$ cat src/rtl/counter.sv
// ----------------------------------------------------------------------------
// counter
//
// Purpose:
//   Cascadable synchronous up-counter. The count advances by one on every
//   rising clock edge where the carry-in (count enable) is high. It wraps
//   from MODULUS-1 back to 0. The carry-out flags the terminal count
//   combinationally, so the cin of the next stage can be tied straight to
//   this cout.
//
// Parameters:
//   WIDTH    - width of the count output q, in bits
//   MODULUS  - count modulus; q runs 0..MODULUS-1 (legal range 2..2**WIDTH)
//
// Ports:
//   clock  in   1      system clock; all state changes on its rising edge
//   rst_n  in   1      asynchronous active-low reset; forces q to 0
//   cin    in   1      carry-in / count enable, sampled on the rising edge
//   cout   out  1      carry-out: cin high while q sits at MODULUS-1
//   q      out  WIDTH  current registered count value
// ----------------------------------------------------------------------------
module counter #(
    parameter int WIDTH   = 4,
    parameter int MODULUS = 16
) (
    input  logic             clock,
    input  logic             rst_n,
    input  logic             cin,
    output logic             cout,
    output logic [WIDTH-1:0] q
);

    // The terminal value is compared explicitly. For moduli that are not a
    // power of two, the natural WIDTH-bit rollover would be wrong.
    localparam logic [WIDTH-1:0] TERMINAL = WIDTH'(MODULUS - 1);

    logic [WIDTH-1:0] count_q;
    logic [WIDTH-1:0] count_d;
    logic             atTerminal;

    assign atTerminal = (count_q == TERMINAL);

    // Next-state logic: hold when disabled, wrap at the terminal count,
    // otherwise increment.
    always_comb begin
        count_d = count_q;
        if (cin) begin
            if (atTerminal) begin
                count_d = '0;
            end else begin
                count_d = count_q + WIDTH'(1);
            end
        end
    end

    // Count register. The reset acts immediately and does not wait for a
    // clock edge.
    always_ff @(posedge clock or negedge rst_n) begin
        if (!rst_n) begin
            count_q <= '0;
        end else begin
            count_q <= count_d;
        end
    end

    // The carry-out is deliberately not registered. It is high in the same
    // cycle as the cin that causes the wrap, so a chained stage advances on
    // that same edge.
    assign cout = cin & atTerminal;
    assign q    = count_q;

endmodule

$ cat config.mk
export PLATFORM = sky130hd
export DESIGN_NAME = counter
export DESIGN_NICKNAME = d
export VERILOG_FILES = /design/src/rtl/counter.sv
export SDC_FILE = /design/constraint.sdc
export NUM_CORES = 1
export LEC_CHECK = 0
export BUFFER_PORTS_ARGS = -buffer_cell sky130_fd_sc_hd__clkbuf_2
export CORE_AREA = 2 2 39 41
export DETAILED_ROUTE_END_ITERATION = 6
export DIE_AREA = 0 0 41 43
export REMOVE_ABC_BUFFERS = 1
export SKIP_CTS_REPAIR_TIMING = 1
export SLEW_MARGIN = 20
export SYNTH_ARGS = -nofsm -noshare
export SYNTH_HDL_FRONTEND = slang
export SYNTH_SLANG_ARGS = --single-unit
$ cat constraint.sdc
create_clock -name clock -period 2.8 [get_ports clock]
set_input_delay 0.28 -clock clock [delete_from_list [all_inputs] [get_ports clock]]
set_output_delay 0.28 -clock clock [all_outputs]
set_load 0.01 [all_outputs]
# After elaboration in Yosys (flattened, before gate mapping)
# Cells that the tools add are included.
# totals
register_bits	4
input_bits	3
output_inout_bits	5
# op_classes
add_sub_neg	1
n_eq_ne	1
mux	1
n_bitwise	1
# op_table
op	count
adder 4 x 1 -> 4 bit, second input constant	1
== test 4 bit, second input constant	1
two-way mux 4 bit	1
bitwise AND 1 bit	1

# Logic depth before layout (Yosys ltp)
# logic_depth
ltp_word	2
depth_mapped	3
ltp_nobuf	3

# Least setup slack after synthesis
# OpenSTA, ideal clock, no wires.
# synth_path
path_kind	register to output
start	register count_q[0], in the netlist q[0]
end	output port cout
arrival_time_ns	0.896
required_time_ns	2.520
setup_slack_ns	1.624
stages_incl_launch_ff	3
n_path_buf	0
path_cell_list	dfrtp_1 > ha_1 > and4_1
# synth_via
elab_chain_cells	2
# synth_lines
element	line_no	text
from (decl)	37	logic [WIDTH-1:0] count_q;
from (signal assigned)	62	count_q <= count_d;
== test 4 bit	41	assign atTerminal = (count_q == TERMINAL);
bitwise AND 1 bit	69	assign cout = cin & atTerminal;
to (decl)	29	output logic cout,
# No other way between the ends.

# Final worst setup path
# Ends and elaborated chain as after synthesis.

==> results.md <==
* Run status: complete, no violations
* Sequential Area at 100 µm²
* Startpoint types: register
* Complex-gate fraction of the synthesized area at 15.5%
* Top sig layer: met4
* Die area at 0.00176 mm²
* P&R area growth vs syn at 45.2%
* Via/cell ratio at 4.26
* R2R Setup Slk at 1670 ps
* FMAX at 659 MHz
* Reg-to-Reg Start: q[0]
* Slew margin rel. at 87.7%
* Setup violators final at 0
* RSZ-0062 raised after global routing: false
* Slew Limit Fails at 0
* CTS Buf Count at 3
* Final worst slack at 1280 ps
* Wire length per cell at 9.74 µm
* Clock transition at the registers of the reported paths at 40 ps
* Worst min path class: primary input to register
* Area of the multi-input gates at 93.8 µm²
* Final hold vios at 0
* Initial core utilization at 14.0%
* Period minus WS final at 1520 ps
* Dpl ws at 1530 ps
* CTS tree: done
* Skew final at 0.438 ps
* Largest family of logic cells by synthesized area: simple AND/OR/NAND/NOR gates
* Grt total ovfl at 0
* Residual DRC count at 0
* CP arrival at 1240 ps
* Initial antenna violation count at 0
* Adder-cell share of the synthesized area at 6.45%
* Drt first-iter violations at 1
* Max reg flops at 4
* Synth unique cells at 11
* FILL cells at 155
* Least-Margin Pin Slew at 185 ps
* DRT met1 WL at 176 µm
* H-Tree Depth at 1
* Area leader, netlist: dfrtp_1
* Final Instance Count excl. Fillers at 43
* Cells after DPL at 39
* Die H at 43 µm
* Deepest clock path buffer count at 2
* Max_cap viols at 0
* Core area at 0.00138 mm²
* Sequential cell area fraction in the yosys report at 51.6%
* Synthesized area at 194 µm²
* Avg Cell Area, Syn at 12.1 µm²
* CTS Sinks at 4
* Routed wl met2 at 164 µm
* Total track usage at 7.53%
* Cell Rows at 14
* WHS Endpoint: q[0]
* Synth Area in XOR/XNOR at 4.52%
* Final GP Congestion at 0.633
* Input/output buffers at 7
* TNS Setup at 0 ps
* Largest net degree at the start of global routing at 8
* Die W at 41 µm
* Antenna Cells at 0
* Via count at 183
* Synthesized netlist cell count at 16
* Vias in the first global route at 176
* Worst-Skew Late Latency at 240 ps
* Met3 routed WL at 52 µm
* Post-route cell area at 282 µm²
* HP Start: cin
* Final #Nets at 33
* Crit Path Max Fanout at 6
* Worst Hold Path Cells at 3
* Synth Area in Simple Gates at 16.1%
* Yosys Warn Count at 0
* Worst Path Required at 2520 ps
* # IOs at 8
* CP Class: register to primary output
* Routed WL at 419 µm
* Root buffer cell: clkbuf_4
* Worst R2R Path Depth at 3
* Setup crit end kind: primary output
* Synth top area cells: dfrtp_1 (52%), a41oi_1 (9.0%), ha_1 (6.5%)
* Worst VDD drop at 0.132 mV
* Leakage power at 0.136 nW
* Reg-to-reg endpoint: q[3]
* Multiplexer share of the synthesized area at 5.81%
* #FFs+latches synth at 4
* Crit path from: q[0]
* Detail Route Antenna Nets at 0
* Ratio of final minimum period to clock period at 54.2%
* Post-DP Area at 249 µm²
* Share of the synthesized area in the top cell type at 51.6%
* First-pass GRT wire length at 731 µm
* PwrDens at 1050 mW/mm²
* DR pass1 iterations at 2
* Layout cells sized above 1 at 40.7%
[where the power goes]
group | switching [mW] | internal (mW) | total, mW
clock network | 0.0258 | 0.0481 | 0.0739
logic | 0.0457 | 0.0557 | 0.101
registers | 0.0360 | 0.0852 | 0.121
total | 0.108 | 0.189 | 0.297
[cells in the final DEF, fill, tap and decap left out, drive strengths merged]
cell type and count:
clkbuf 10, a21o 1, a41oi 2, xnor2 1
and4 1, dfrtp 4, mux2 1, dlygate4sd3 1
o21ai 1, nand2b 2, ha 1, and3 1
nand2 1
[synth_stat cells]
master	instances
ha_1	1
dfrtp_1	4
nand2b_1	2
nand2_1	1
a21o_1	1
mux2_2	1
o21ai_0	1
and3_1	1
a41oi_1	2
and4_1	1
xnor2_1	1
[layout make-up]
type                            instances  area share [%]
Tap cell                               16            7.11
Sequential cell                         4            35.6
Multi-Input combinational cell         12            33.3
Clock buffer                            3            8.00
Timing Repair Buffer                    8            16.0
[per-layer routing]
metal | GRT usage [%] | vias to the layer above
li1 | - | 84
met1 | 6.75 | 85
met2 | 8.44 | 10
met3 | 6.28 | 4
met4 | 10.0 | 0
met5 | 0 | -
[critical path, stage by stage, from the launching register on]
cell and delay, ps:
dfrtp_1 430, ha_1 260, and4_1 190, clkbuf_2 120
[worst max path at each step]
stage | endpoint | slack (ps) | depth (start not counted)
finish | cout | 1280 | 3
global route | cout | 1220 | 3
CTS | cout | 1270 | 3
detailed placement | cout | 1530 | 3
global placement | cout | 1540 | 3
floorplan | cout | 1620 | 2
[logic make-up (layout without fill, tap and decap cells)]
group	Yosys count	count (layout)
flip-flops	4	4
XOR/XNOR	1	1
buffers and inverters	0	11
AND/OR/NAND/NOR	5	5
multiplexers	1	1
adder cells (fa/ha/maj)	1	1
AO/OA/AOI/OAI	4	4
[through the flow]
stage / power (mW) / util [%] / hold WS (ps)
6_report: 0.297 / 20.3 / 365
3_5_place_dp: 0.224 / 18.0 / 96.2
5_1_grt: 0.328 / 20.3 / 400
3_3_place_gp: 0.221 / 18.0 / 95.3
2_1_floorplan: 0.180 / - / -15.6
4_1_cts: 0.301 / 19.6 / -158
(Power assumes the default switching activity.)
